$ cat src/rtl/srpt_pkg.sv
// Shared definitions for the SRPT grant scheduler: entry/grant layouts,
// priority codes, FSM states and the grant offset arithmetic.
package srpt_pkg;

    localparam int PEER_W  = 14;
    localparam int RPC_W   = 14;
    localparam int CNT_W   = 10;
    localparam int PRIO_W  = 3;
    localparam int KEY_W   = PEER_W + RPC_W;
    localparam int ENTRY_W = PEER_W + RPC_W + CNT_W + CNT_W + PRIO_W;  // 51
    localparam int GRANT_W = PEER_W + RPC_W + CNT_W + PRIO_W;          // 41

    localparam logic [PRIO_W-1:0] SRPT_BLOCK  = 3'b001;
    localparam logic [PRIO_W-1:0] SRPT_ACTIVE = 3'b110;
    localparam logic [CNT_W-1:0]  OFFSET_MAX  = 10'd1023;

    // Input entry: {peer[50:37], rpc[36:23], recv[22:13], grantable[12:3], prio[2:0]}
    typedef struct packed {
        logic [PEER_W-1:0] peer;
        logic [RPC_W-1:0]  rpc;
        logic [CNT_W-1:0]  recv;
        logic [CNT_W-1:0]  grantable;
        logic [PRIO_W-1:0] prio;
    } srpt_entry_t;

    // Output grant: {peer[40:27], rpc[26:13], offset[12:3], prio[2:0]}
    typedef struct packed {
        logic [PEER_W-1:0] peer;
        logic [RPC_W-1:0]  rpc;
        logic [CNT_W-1:0]  offset;
        logic [PRIO_W-1:0] prio;
    } srpt_grant_t;

    typedef enum logic [1:0] {
        ST_IDLE,
        ST_LOOKUP,
        ST_EMIT,
        ST_PACE
    } sched_state_t;

    // offset = recv + min(grantable, window), saturating at the 10-bit maximum
    function automatic logic [CNT_W-1:0] grant_offset(
        input logic [CNT_W-1:0] recv,
        input logic [CNT_W-1:0] grantable,
        input logic [CNT_W-1:0] window
    );
        logic [CNT_W-1:0] step;
        logic [CNT_W:0]   sum;
        step = (grantable < window) ? grantable : window;
        sum  = {1'b0, recv} + {1'b0, step};
        return sum[CNT_W] ? OFFSET_MAX : sum[CNT_W-1:0];
    endfunction

endpackage

$ cat src/rtl/srpt_slot_match.sv
// Combinational CAM over the RPC slot table: lowest matching valid slot and
// lowest free slot.
module srpt_slot_match
    import srpt_pkg::*;
#(
    parameter int N     = 8,
    parameter int IDX_W = 3
) (
    input  logic [N-1:0]       valid_i,
    input  logic [N*KEY_W-1:0] keys_i,
    input  logic [KEY_W-1:0]   key_i,
    output logic               hit_o,
    output logic [IDX_W-1:0]   hit_idx_o,
    output logic               free_o,
    output logic [IDX_W-1:0]   free_idx_o
);

    // Scan from the top down so the lowest index is the last, winning assignment
    always_comb begin
        // NOTE: every output gets a default before the loop, otherwise a miss would infer a latch.
        hit_o      = 1'b0;
        hit_idx_o  = '0;
        free_o     = 1'b0;
        free_idx_o = '0;
        for (int i = N - 1; i >= 0; i--) begin
            if (valid_i[i] && (keys_i[i*KEY_W +: KEY_W] == key_i)) begin
                hit_o     = 1'b1;
                hit_idx_o = IDX_W'(i);
            end
            if (!valid_i[i]) begin
                free_o     = 1'b1;
                free_idx_o = IDX_W'(i);
            end
        end
    end

endmodule

$ cat src/rtl/srpt_grant_sched.sv
// SRPT grant scheduler: pops SRPT entries, tracks up to MAX_OVERCOMMIT granted
// RPCs in a slot table, and emits paced, monotonically increasing grants.
module srpt_grant_sched
    import srpt_pkg::*;
#(
    parameter int MAX_OVERCOMMIT      = 8,
    parameter int MAX_OVERCOMMIT_LOG2 = 3,
    parameter int RTT_PKTS            = 8,
    parameter int PACE_CYCLES         = 4
) (
    input  logic                         ap_clk,
    input  logic                         ap_rst,
    input  logic                         ap_ce,
    input  logic                         grant_in_empty_i,
    output logic                         grant_in_read_en_o,
    input  logic [ENTRY_W-1:0]           grant_in_data_i,
    input  logic                         grant_out_full_i,
    output logic                         grant_out_write_en_o,
    output logic [GRANT_W-1:0]           grant_out_data_o,
    output logic [MAX_OVERCOMMIT_LOG2:0] active_count_o,
    output logic [15:0]                  drop_count_o
);

    localparam int IDX_W  = MAX_OVERCOMMIT_LOG2;
    localparam int PACE_W = (PACE_CYCLES > 1) ? $clog2(PACE_CYCLES) : 1;
    localparam logic [CNT_W-1:0] WINDOW = CNT_W'(RTT_PKTS);

    sched_state_t              state_q, state_d;
    srpt_entry_t               entry_q, entry_d;
    logic [PACE_W-1:0]         pace_q, pace_d;
    logic                      pop_q, pop_d;
    logic                      push_q, push_d;
    logic [GRANT_W-1:0]        data_q, data_d;
    logic [CNT_W-1:0]          emit_off_q, emit_off_d;
    logic [IDX_W-1:0]          emit_idx_q, emit_idx_d;
    logic [MAX_OVERCOMMIT_LOG2:0] act_q, act_d;
    logic [15:0]               drop_q, drop_d;
    logic [MAX_OVERCOMMIT-1:0] valid_q, valid_d;
    logic [KEY_W-1:0]          key_q     [MAX_OVERCOMMIT];
    logic [KEY_W-1:0]          key_d     [MAX_OVERCOMMIT];
    logic [CNT_W-1:0]          granted_q [MAX_OVERCOMMIT];
    logic [CNT_W-1:0]          granted_d [MAX_OVERCOMMIT];

    logic [MAX_OVERCOMMIT*KEY_W-1:0] keys_flat;
    logic [KEY_W-1:0]          cur_key;
    logic                      hit, free;
    logic [IDX_W-1:0]          hit_idx, free_idx;
    logic [CNT_W-1:0]          offset;

    // Flatten the slot keys for the CAM and form the lookup key and offset
    always_comb begin
        for (int i = 0; i < MAX_OVERCOMMIT; i++) begin
            keys_flat[i*KEY_W +: KEY_W] = key_q[i];
        end
        cur_key = {entry_q.peer, entry_q.rpc};
        offset  = grant_offset(entry_q.recv, entry_q.grantable, WINDOW);
    end

    srpt_slot_match #(
        .N     (MAX_OVERCOMMIT),
        .IDX_W (IDX_W)
    ) u_match (
        .valid_i    (valid_q),
        .keys_i     (keys_flat),
        .key_i      (cur_key),
        .hit_o      (hit),
        .hit_idx_o  (hit_idx),
        .free_o     (free),
        .free_idx_o (free_idx)
    );

    // Next-state logic: FSM, slot table updates, strobes and counters
    always_comb begin
        state_d    = state_q;
        entry_d    = entry_q;
        pace_d     = pace_q;
        data_d     = data_q;
        emit_off_d = emit_off_q;
        emit_idx_d = emit_idx_q;
        drop_d     = drop_q;
        valid_d    = valid_q;
        key_d      = key_q;
        granted_d  = granted_q;
        pop_d      = 1'b0;
        push_d     = 1'b0;

        if (ap_ce) begin
            unique case (state_q)
                ST_IDLE: begin
                    if (!grant_in_empty_i) begin
                        entry_d = srpt_entry_t'(grant_in_data_i);
                        pop_d   = 1'b1;
                        state_d = ST_LOOKUP;
                    end
                end
                ST_LOOKUP: begin
                    state_d = ST_IDLE;
                    if (entry_q.prio == SRPT_BLOCK) begin
                        if (hit) valid_d[hit_idx] = 1'b0;
                    end else if (entry_q.prio == SRPT_ACTIVE) begin
                        if (entry_q.grantable == '0) begin
                            if (hit) valid_d[hit_idx] = 1'b0;
                        end else if (hit) begin
                            if (offset > granted_q[hit_idx]) begin
                                granted_d[hit_idx] = offset;
                                emit_off_d         = offset;
                                emit_idx_d         = hit_idx;
                                state_d            = ST_EMIT;
                            end
                        end else if (free) begin
                            valid_d[free_idx]   = 1'b1;
                            key_d[free_idx]     = cur_key;
                            granted_d[free_idx] = offset;
                            emit_off_d          = offset;
                            emit_idx_d          = free_idx;
                            state_d             = ST_EMIT;
                        end else if (drop_q != 16'hFFFF) begin
                            drop_d = drop_q + 16'd1;
                        end
                    end
                end
                ST_EMIT: begin
                    if (!grant_out_full_i) begin
                        push_d = 1'b1;
                        data_d = {entry_q.peer, entry_q.rpc, emit_off_q,
                                  PRIO_W'(emit_idx_q)};
                        if (PACE_CYCLES == 0) begin
                            state_d = ST_IDLE;
                        end else begin
                            pace_d  = PACE_W'(PACE_CYCLES - 1);
                            state_d = ST_PACE;
                        end
                    end
                end
                ST_PACE: begin
                    if (pace_q == '0) state_d = ST_IDLE;
                    else              pace_d  = pace_q - 1'b1;
                end
                default: state_d = ST_IDLE;
            endcase
        end

        act_d = '0;
        for (int i = 0; i < MAX_OVERCOMMIT; i++) begin
            act_d = act_d + {{MAX_OVERCOMMIT_LOG2{1'b0}}, valid_d[i]};
        end
    end

    // State registers with synchronous reset
    always_ff @(posedge ap_clk) begin
        // NOTE: sequential state uses non-blocking assignments so every flop samples pre-edge values.
        if (ap_rst) begin
            state_q    <= ST_IDLE;
            entry_q    <= '0;
            pace_q     <= '0;
            pop_q      <= 1'b0;
            push_q     <= 1'b0;
            data_q     <= '0;
            emit_off_q <= '0;
            emit_idx_q <= '0;
            act_q      <= '0;
            drop_q     <= '0;
            valid_q    <= '0;
            // NOTE: the slot table is small flop storage, so it is reset outright; no stale keys survive.
            for (int i = 0; i < MAX_OVERCOMMIT; i++) begin
                key_q[i]     <= '0;
                granted_q[i] <= '0;
            end
        end else begin
            state_q    <= state_d;
            entry_q    <= entry_d;
            pace_q     <= pace_d;
            pop_q      <= pop_d;
            push_q     <= push_d;
            data_q     <= data_d;
            emit_off_q <= emit_off_d;
            emit_idx_q <= emit_idx_d;
            act_q      <= act_d;
            drop_q     <= drop_d;
            valid_q    <= valid_d;
            key_q      <= key_d;
            granted_q  <= granted_d;
        end
    end

    assign grant_in_read_en_o   = pop_q;
    assign grant_out_write_en_o = push_q;
    assign grant_out_data_o     = data_q;
    assign active_count_o       = act_q;
    assign drop_count_o         = drop_q;

endmodule

$ cat config.mk
export PLATFORM = sky130hd
export DESIGN_NAME = srpt_grant_sched
export DESIGN_NICKNAME = d
export VERILOG_FILES = /design/src/rtl/srpt_pkg.sv /design/src/rtl/srpt_slot_match.sv /design/src/rtl/srpt_grant_sched.sv
export SDC_FILE = /design/constraint.sdc
export NUM_CORES = 1
export LEC_CHECK = 0
export CORE_MARGIN = 4
export CORE_UTILIZATION = 39
export CTS_CLUSTER_SIZE = 28
export DETAILED_ROUTE_END_ITERATION = 8
export DONT_BUFFER_PORTS = 1
export PLACE_DENSITY = 0.61
export SLEW_MARGIN = 20
export SYNTH_ARGS = -nofsm -noshare
export SYNTH_HDL_FRONTEND = slang
export SYNTH_SLANG_ARGS = --single-unit
$ cat constraint.sdc
create_clock -name ap_clk -period 11.3 [get_ports ap_clk]
set_clock_uncertainty 0.1 [all_clocks]
set_input_delay 2.26 -clock ap_clk [delete_from_list [all_inputs] [get_ports ap_clk]]
set_output_delay 2.26 -clock ap_clk [all_outputs]
set_load 0.03 [all_outputs]
Word-level counts from Yosys, hierarchy flattened
Cells that the tools add are included.
Word-level totals
  word-level logic and storage cells: 191
  RAM bits: 0
  bits in registers: 443
  output and inout port bits: 63
  bits in latches: 0
  memories: 0
  memory bits (read-only): 0
  input port bits: 56
Cells by class
  shift-type cells: 0
  divide/modulo/power cells: 0
  add/subtract/negate cells: 10
  $lt $le $gt $ge: 10
  reductions and logical operators: 26
  equality and inequality tests: 19
  bitwise gates (word level): 14
  multiplexer cells: 81
  multiply operators: 0
Operators by type and width (number)
  80-bit 2-to-1 mux: 3
  224-bit bitwise mux: 1
  28-bit equality test: 8
  80-bit bitwise mux: 2
  10-bit 2-to-1 mux: 9
  28-bit demux with 3-bit select: 1
  8-bit 2-to-1 mux: 8
  10-bit demux with 3-bit select: 2
  3-bit 2-to-1 mux: 19
  10-bit binary-select mux with 3-bit select: 1
  28-bit 2-to-1 mux: 1
  1-bit 2-to-1 mux: 20
  2-bit 2-to-1 mux: 10
  16-bit by 1-bit adder with 16-bit output (second input constant): 1
  4-bit by 1-bit adder with 4-bit output: 4
  16-bit inequality test (second input constant): 1
  7-bit AND reduction: 2
  1-bit logical AND: 12
  10-bit by 10-bit adder with 11-bit output: 1
  10-bit > comparator: 1
  10-bit logical NOT: 1
  10-bit by 4-bit < comparator with 1-bit output (second input constant): 1
  1-bit NOT: 9
  8-bit bitwise AND: 1
  26 further kinds: 41

Logic depth before layout (Yosys ltp)
Gate-level depths: netlist (run 1).
  depth in word-level cells: 29
  gate-level depth with buffers: 25
  depth with buffers taken out: 23

Cells and area by module
From an unflattened synthesis (run 1), not the netlist that was laid out.
Second synthesis, totals
  cell total of the unflattened synthesis: 2495
  area total of the unflattened synthesis: 20460.9 um2
Modules (own cells, without submodules)
  srpt_grant_sched: cells each 2126, area an instance 17668.2 um2, instances 1, seq. area each 8868.5 um2
  srpt_slot_match: cells each 369, area an instance 2792.7 um2, instances 1, seq. area each 0.0 um2

Worst setup path before layout (run 1)
No wires, ideal clock.
  path kind: in2reg
  start point: input ap_ce
  end point: register act_q[2] (netlist: active_count_o[2])
  setup time: 0.128 ns
  data required time: 11.072 ns
  path buffers: 1
  stages: 15
  setup slack: 5.459 ns
  data arrival time: 5.613 ns
  cells stage by stage: nand3b_1 nor3_1 nand3_1 buf_2 a21oi_1 fa_1 inv_1 fa_1 fa_1 inv_1 ha_1 inv_1 fa_1 xor2_1 nor2_1
Between the ends
  elaborated cells between the ends (all ways): 8
  classes of those cells: add/sub: 7; mux: 1
RTL lines
  start: declaration: line srpt_grant_sched.sv:13  | input logic ap_ce,
  8-bit 2-to-1 mux: line srpt_grant_sched.sv:87  | if (ap_ce) begin
  via valid_d[3]: line srpt_grant_sched.sv:38  | logic [MAX_OVERCOMMIT-1:0] valid_q, valid_d;
  3-bit by 1-bit adder with 4-bit output: line srpt_grant_sched.sv:145  | act_d = act_d + {{MAX_OVERCOMMIT_LOG2{1'b0}}, valid_d[i]};
  4-bit by 1-bit adder with 4-bit output (4 in series): line srpt_grant_sched.sv:145
  end signal: assignment: line srpt_grant_sched.sv:178  | act_q <= act_d;
  end: declaration: line srpt_grant_sched.sv:36  | logic [MAX_OVERCOMMIT_LOG2:0] act_q, act_d;
The timed path passes the listed nets, and every way through them passes these cells.
A chain may end at the register's enable or synchronous reset.

Worst setup path in the final report (run 1)
  start point: register entry_q, in the netlist cur_key[11]
  end point: register granted_q[0] (netlist bit)
Between the ends
  word-level cells in the longest chain between the ends: 18
  elaborated cells between the ends (all ways): 48
  classes of those cells: order compare: 3; eq/ne: 9; mux: 24; bitwise: 1; reduce/logical: 11
RTL lines
  start: declaration: line srpt_grant_sched.sv:29  | srpt_entry_t entry_q, entry_d;
  start signal: assignment: line srpt_grant_sched.sv:171  | entry_q <= entry_d;
  branches (longest 18 deep; another with 28-bit equality test)
  end signal: assignment: line srpt_grant_sched.sv:182  | granted_q <= granted_d;
  end: declaration: line srpt_grant_sched.sv:41  | logic [CNT_W-1:0] granted_q [MAX_OVERCOMMIT];
Parallel ways; which one is timed is not known. The select of a mux whose other input is x is not followed.

==> impl_metrics.py, run 1 <==
metrics = {
    "run_status": {
        "outcome": "finished, final reports clean",
    },
    "worst_setup_path": {
        "path_cells": "xor2_1, nor4_1, nand4_1, or4_1, nand4_1, o21ai_1, and2_1, a211oi_1, ha_1, and3_1, and3_1, and3_1, a31oi_1, o21a_2, o21a_1, nand2_2, mux2i_1",
        "crit_type": "flip-flop to flip-flop",
        "critPathRequiredTime_ns": 11.64,
        "crit_path_max_incr_delay_ns": 1.05,
        "cp.arrival_ns": 7.58,
        "cp-start-kind": "flip-flop",
        "crit_top_cell": "and3_1",
        "r2r_end": "granted_q[0]",
        "ff2ff_path_depth": 17,
        "r2r_start": "cur_key[11]",
        "critPathSlowestCell": "dfxtp_1",
        "end_kind": "flip-flop",
        "crit_buf_inv": 0,
        "r2r_setup_slack_ns": 4.06,
        "cpLargestDelayFamily": "simple AND/OR/NAND/NOR gates",
        "cp_max_fo": 18,
    },
    "clock_network": {
        "cts-root-buf": "clkbuf_16",
        "post_cts_buffers": 0,
        "ctsHoldBuffers": 0,
        "cts.sinks": 443,
        "h-tree-depth": 2,
        "clock_latency_ns": 0.59,
        "cts_inserted_buffers": 48,
        "cts_tree": "built",
        "ctsResizeCount": 0,
        "clockBufferDepth": 3,
        "clk_pin_slew_ns": 0.06,
    },
    "global_routing": {
        "grt_pass1_vias": 15900,
        "grtUsageTotal": 0.210,
        "grt_max_degree": 362,
        "grt_pass1_wl_mm": 93.7,
        "antenna_found_initial": 0,
        "gr-total-overflow": 0,
    },
    "detailed_routing": {
        "wire_per_inst_um": 20.2,
        "wl_mm": 61.5,
        "dr.pass1.iters": 6,
        "drcViolationCount": 0,
        "ant_nets": 0,
        "first_iter_violations": 1219,
        "viasPerCell": 5.38,
        "vias": 16400,
    },
    "die": {
        "num_rows": 84,
        "die_y_um": 238,
        "die-area_sq_um": 56600,
        "pin_count": 119,
        "die_w_um": 238,
        "core_sq_um": 52400,
        "initial_core_util": 0.393,
    },
    "synthesis": {
        "synth_top_area_cell": "dfxtp_1",
        "synth.avg_cell_area_sq_um": 8.56,
        "synth_area_leaders": "dfxtp_1 43%, mux2i_1 9.0%, nand2_1 8.4%",
        "synthAdderAreaFrac": 0.0200,
        "yosysSeqAreaShare": 0.430,
        "synth-simple-area-share": 0.207,
        "async_flop_share": 0,
        "synth.distinct_cells": 71,
        "synth-seq-cells": 443,
        "ys.warnings.count": 0,
        "synth_compound_area_frac": 0.0933,
        "mappedNetlistArea_sq_um": 20600,
        "synth_top_cell_area_share": 0.430,
        "synth_top_family_by_area": "simple AND/OR/NAND/NOR gates",
        "synth_xor_area_frac": 0.104,
        "synthCells": 2410,
        "synth_ff_type": "dfxtp_1",
        "synth-edff-count": 0,
        "synth_mux_area_frac": 0.0958,
    },
    "layout": {
        "layout-drive-gt1-share": 0.0719,
        "finalCoreUtilization": 0.430,
        "multi_input_area_sq_um": 10800,
        "seqCellArea_sq_um": 8870,
        "fin_nets": 2402,
        "final_cell_mix": "461 x nand2_1, 443 x dfxtp_1, 233 x a21oi_1",
        "layout_commonest_cell": "nand2_1",
        "fillCellCount": 5096,
        "areaGrowthSynthToFinish_pct": 9.31,
    },
    "timing": {
        "worstMarginPinSlew_ns": 1.12,
        "rsz0062_at_grt": "false",
        "max-slew-margin-rel": 0.254,
        "drv_slew": 0,
        "finalCritPeriodShare": 0.640,
        "hold_ws_ns": 0.354,
        "fin_tns_setup_ns": 0,
        "finalSetupViolCount": 0,
        "fin_crit_ns": 7.24,
        "hold_viol_final": 0,
        "fmax_mhz": 138,
    },
    "place": {
        "portBuffers": 0,
        "gp_congestion": 0.877,
        "dp_hpwl_mm": 41.0,
    },
    "min_path": {
        "hold_path_end": "entry_q[10]",
        "min_path_type": "flip-flop to flip-flop",
        "hold_path_depth": 2,
        "hp-start": "entry_q[10]",
    },
    "power": {
        "peakVddDrop_mv": 0.0950,
        "powerDensity_nw_per_um2": 149,
        "power_leakage_nw": 9.16,
    },
    "flow_run": {
        "maxCapViolations": 0,
    },
}
tightest hold or removal path: cells and delay by family, from the launching register on:
kind               cells  cell delay [ns]
AOI/OAI and AO/OA      1             0.05
and+or+nand+nor        1             0.05
DFF                    1             0.31
metal layers:
| metal | track usage | share of wire | vias to the layer above |
|---|---|---|---|
| met1 | 0.254 | 0.41 | 7901 |
| met5 | 0 | 0 | - |
| met2 | 0.375 | 0.50 | 413 |
| met3 | 0.0296 | 0.046 | 132 |
| met4 | 0.0851 | 0.039 | 0 |
| li1 | - | - | 7929 |
per-stage QoR:
stage / worst slack (ns) / area, sq um / power, mW / instances
2_1_floorplan: 5.46 / 20600 / 1.76 / 2415
3_3_place_gp: 3.80 / 20900 / 1.81 / 2954
3_5_place_dp: 3.96 / 20900 / 1.81 / 2954
4_1_cts: 3.96 / 22500 / 3.40 / 3040
5_1_grt: 3.70 / 22500 / 3.48 / 3040
6_report: 4.06 / 22500 / 3.37 / 3041
final cells by class:
| type | count | share of cell area |
|---|---|---|
| multi-input cells | 1757 | 0.480 |
| flip-flops and latches | 443 | 0.393 |
| clock buffers | 74 | 0.0643 |
| well taps | 688 | 0.0382 |
| repair buffers | 40 | 0.0133 |
| clock inverters | 12 | 0.00644 |
| inverters | 26 | 0.00433 |
| diodes | 1 | 0.000111 |
power by group:
part / internal (mW) / switching (mW)
sequential: 1.57 / 0.0130
clock: 0.949 / 0.639
combinational: 0.0638 / 0.133
sequential cells by signal, indices dropped and copies added (netlist names), named ones only:
register,flops
active_count_o,4
drop_count_o,16
emit_off_q,10
state_q,1
valid_q,8
granted_q,80
grant_out_data_o,41
entry_q,23
emit_idx_q,3
key_q,224
grant_in_read_en_o,1
pace_q,2
cur_key,28
grant_out_write_en_o,1
synth_stat cells, types with 7 or more instances:
master,instances
a211oi_1,8
a21oi_1,233
and2_1,17
and3_1,9
buf_1,26
buf_2,22
buf_4,38
clkbuf_1,97
dfxtp_1,443
ha_1,25
inv_1,26
mux2_2,11
mux2i_1,185
nand2_1,462
nand2b_1,7
nand3_1,100
nand4_1,40
nor2_1,179
nor3_1,32
nor4_1,38
o21ai_0,34
or3_1,9
xnor2_1,146
xor2_1,99
kinds of logic (layout without fill, tap and decap cells):
logic type | count (synthesis) | count (layout)
other cells | 1 | 7
mux | 196 | 196
xor+xnor | 245 | 245
compound gates | 339 | 339
flops | 443 | 443
buf+inv | 215 | 152
fa+ha+maj | 30 | 30
simple gates | 941 | 941
how the worst max path moves through the flow:
stage                 from           endpoint  slack, ns  depth (start not counted)
6_report       cur_key[11]       granted_q[0]       4.06                         17
5_1_grt        cur_key[11]      granted_q[18]       3.70                         17
4_1_cts        cur_key[11]       granted_q[0]       3.96                         17
3_5_place_dp   cur_key[11]       granted_q[0]       3.96                         17
3_3_place_gp   cur_key[11]  active_count_o[2]       3.80                         18
2_1_floorplan        ap_ce  active_count_o[2]       5.46                         15
(Power assumes the default switching activity.)
==> inputs of run 2 (changes only) <==
--- a/config.mk
+++ b/config.mk
@@ -10,7 +10,7 @@
 export CTS_CLUSTER_SIZE = 28
 export DETAILED_ROUTE_END_ITERATION = 8
 export DONT_BUFFER_PORTS = 1
-export PLACE_DENSITY = 0.61
+export PLACE_DENSITY = 0.63
 export SLEW_MARGIN = 20
 export SYNTH_ARGS = -nofsm -noshare
 export SYNTH_HDL_FRONTEND = slang
==> constraint.sdc (replaced) <==
create_clock -name ap_clk -period 6.3 [get_ports ap_clk]
set_clock_uncertainty 0.1 [all_clocks]
set_input_delay 1.26 -clock ap_clk [delete_from_list [all_inputs] [get_ports ap_clk]]
set_output_delay 1.26 -clock ap_clk [all_outputs]
set_load 0.03 [all_outputs]
==> impl_metrics.py, run 2 (same netlist as run 1, synthesis figures left out) <==
metrics = {
    "timing": {
        "finalSetupViolCount": 0,
        "fin_crit_ns": 6.10,
        "fmax_mhz": 164,
        "max-slew-margin-rel": 0.137,
        "worstMarginPinSlew_ns": 1.30,
        "finalCritPeriodShare": 0.969,
        "fin_tns_setup_ns": 0,
        "hold_viol_final": 0,
        "drv_slew": 0,
    },
    "detailed_routing": {
        "wire_per_inst_um": 19.4,
        "drcViolationCount": 0,
        "viasPerCell": 5.37,
        "first_iter_violations": 1273,
        "wl_mm": 60.1,
        "vias": 16600,
        "ant_nets": 0,
        "dr.pass1.iters": 5,
    },
    "layout": {
        "regMostFlops": "key_q",
        "seqCellArea_sq_um": 8870,
        "fin_nets": 2452,
        "largest_reg_flops": 224,
        "multi_input_area_sq_um": 10800,
        "final_cell_mix": "462 x nand2_1, 442 x dfxtp_1, 233 x a21oi_1",
        "diodes": 0,
        "finalCoreUtilization": 0.440,
        "layout_commonest_cell": "nand2_1",
        "areaGrowthSynthToFinish_pct": 11.8,
        "fillCellCount": 4980,
        "layout-drive-gt1-share": 0.0944,
    },
    "global_routing": {
        "grt_pass1_vias": 16000,
        "grt_max_degree": 362,
        "grt_use_met2": 0.365,
        "antenna_found_initial": 0,
        "grt_pass1_wl_mm": 91.9,
        "met3_usage": 0.0283,
        "gr-total-overflow": 0,
        "globalRouteMet1Util": 0.244,
        "busiest_layer": "met2",
        "grtUsageTotal": 0.203,
    },
    "die": {
        "die_w_um": 238,
        "die_y_um": 238,
        "core_sq_um": 52400,
        "die-area_sq_um": 56600,
        "pin_count": 119,
        "initial_core_util": 0.393,
        "num_rows": 84,
    },
    "clock_network": {
        "clockBufferDepth": 3,
        "ctsHoldBuffers": 0,
        "cts.sinks": 443,
        "cts-root-buf": "clkbuf_16",
        "cts_tree": "built",
        "clock_latency_ns": 0.60,
        "clk_pin_slew_ns": 0.06,
        "cts_inserted_buffers": 48,
        "h-tree-depth": 2,
    },
    "min_path": {
        "min_path_type": "flip-flop to flip-flop",
        "hold_path_end": "entry_q[8]",
        "hold_path_depth": 2,
        "hp-start": "entry_q[8]",
    },
    "power": {
        "swShare": 0.233,
        "seqPwrFrac": 0.461,
        "powerDensity_nw_per_um2": 268,
        "pwr-share-comb": 0.058,
        "power.internal_mw": 4.73,
        "power_leakage_nw": 9.49,
        "clkPwrFrac": 0.481,
        "peakVddDrop_mv": 0.226,
        "switching_power_mw": 1.44,
    },
    "worst_setup_path": {
        "critPathRequiredTime_ns": 6.64,
        "ff2ff_path_depth": 18,
        "r2r_start": "cur_key[9]",
        "r2r_end": "granted_q[0]",
        "cp-start-kind": "flip-flop",
        "end_kind": "flip-flop",
        "crit_type": "flip-flop to flip-flop",
        "r2r_setup_slack_ns": 0.20,
        "cp_max_fo": 33,
        "cp.arrival_ns": 6.44,
    },
    "place": {
        "gp_congestion": 0.894,
        "dp_hpwl_mm": 41.8,
        "portBuffers": 0,
    },
    "flow_run": {
        "maxCapViolations": 0,
    },
    "run_status": {
        "outcome": "finished, final reports clean",
    },
}
-- run 2: cell types whose count changed in the layout (fill, tap and decap cells not counted), moves of 3 or more --
cell      previous run  this run
clkinv_2             6         9
buf_4               40        85
clkbuf_1            12         6
buf_12               0         5
-- run 2: worst max path at each step --
stage                           start       endpoint  cells after the start
after floorplan            entry_q[8]  emit_idx_q[2]                     21
final                      cur_key[9]   granted_q[0]                     18
after CTS                 cur_key[16]   granted_q[0]                     18
after global routing       entry_q[8]  granted_q[18]                     20
after detailed placement  cur_key[16]   granted_q[0]                     18
after global placement     cur_key[8]   granted_q[0]                     19
-- run 2: stage by stage --
| step | cells | instance area, sq um | worst slack (ns) | hold slack [ns] | total power [mW] |
|---|---|---|---|---|---|
| 2_1_floorplan | 2415 | 20600 | 1.19 | 0.329 | 3.16 |
| 3_3_place_gp | 3002 | 21300 | 0.293 | 0.338 | 3.26 |
| 3_5_place_dp | 3002 | 21300 | 0.205 | 0.342 | 3.26 |
| 4_1_cts | 3091 | 23000 | 0.146 | 0.350 | 6.22 |
| 5_1_grt | 3093 | 23100 | -0.0170 | 0.378 | 6.36 |
| 6_report | 3093 | 23100 | 0.198 | 0.353 | 6.17 |
-- run 2: routing by layer --
metal  routed length [um]  vias up  share of wire
met3                 2410      129          0.040
li1                     -     8022              -
met5                    0        -              0
met2                30500      408           0.51
met1                24700     8037           0.41
met4                 2470        0          0.041
-- run 2: repair_timing --
action / CTS / global route
hold endpoints to repair: 0 / 0
buffers inserted: 0 / 2
setup endpoints to repair: 0 / 82
resized for setup: 0 / 3
-- run 2: power groups by stage --
stage          combinational, mW  clock (mW)  sequential [mW]
4_1_cts                    0.353        3.02             2.85
3_5_place_dp               0.351           0             2.91
3_3_place_gp               0.351           0             2.91
2_1_floorplan              0.277           0             2.88
6_report                   0.358        2.97             2.85
5_1_grt                    0.387        3.13             2.85
-- run 2: final cells by class --
cell class,instances,area share
multi-input cells,1757,0.469
repair buffers,90,0.0320
inverters,26,0.00423
clock inverters,21,0.0110
flip-flops and latches,443,0.385
well taps,688,0.0373
clock buffers,68,0.0619
-- run 2: worst max-delay path, cell delays in order, from the launching register on --
cell and delay [ns]:
dfxtp_1 0.74, xnor2_1 0.19, nand4_1 0.18, nor4_1 0.46
nand4_1 0.44, o31ai_2 0.50, or2_1 0.21, buf_12 0.22
mux2_2 0.35, and2_1 0.15, a211oi_1 0.50, ha_1 0.34
and3_1 0.15, and3_1 0.18, a31oi_1 0.21, o21a_2 0.22
o21a_1 0.29, nand2_2 0.28, mux2i_1 0.20
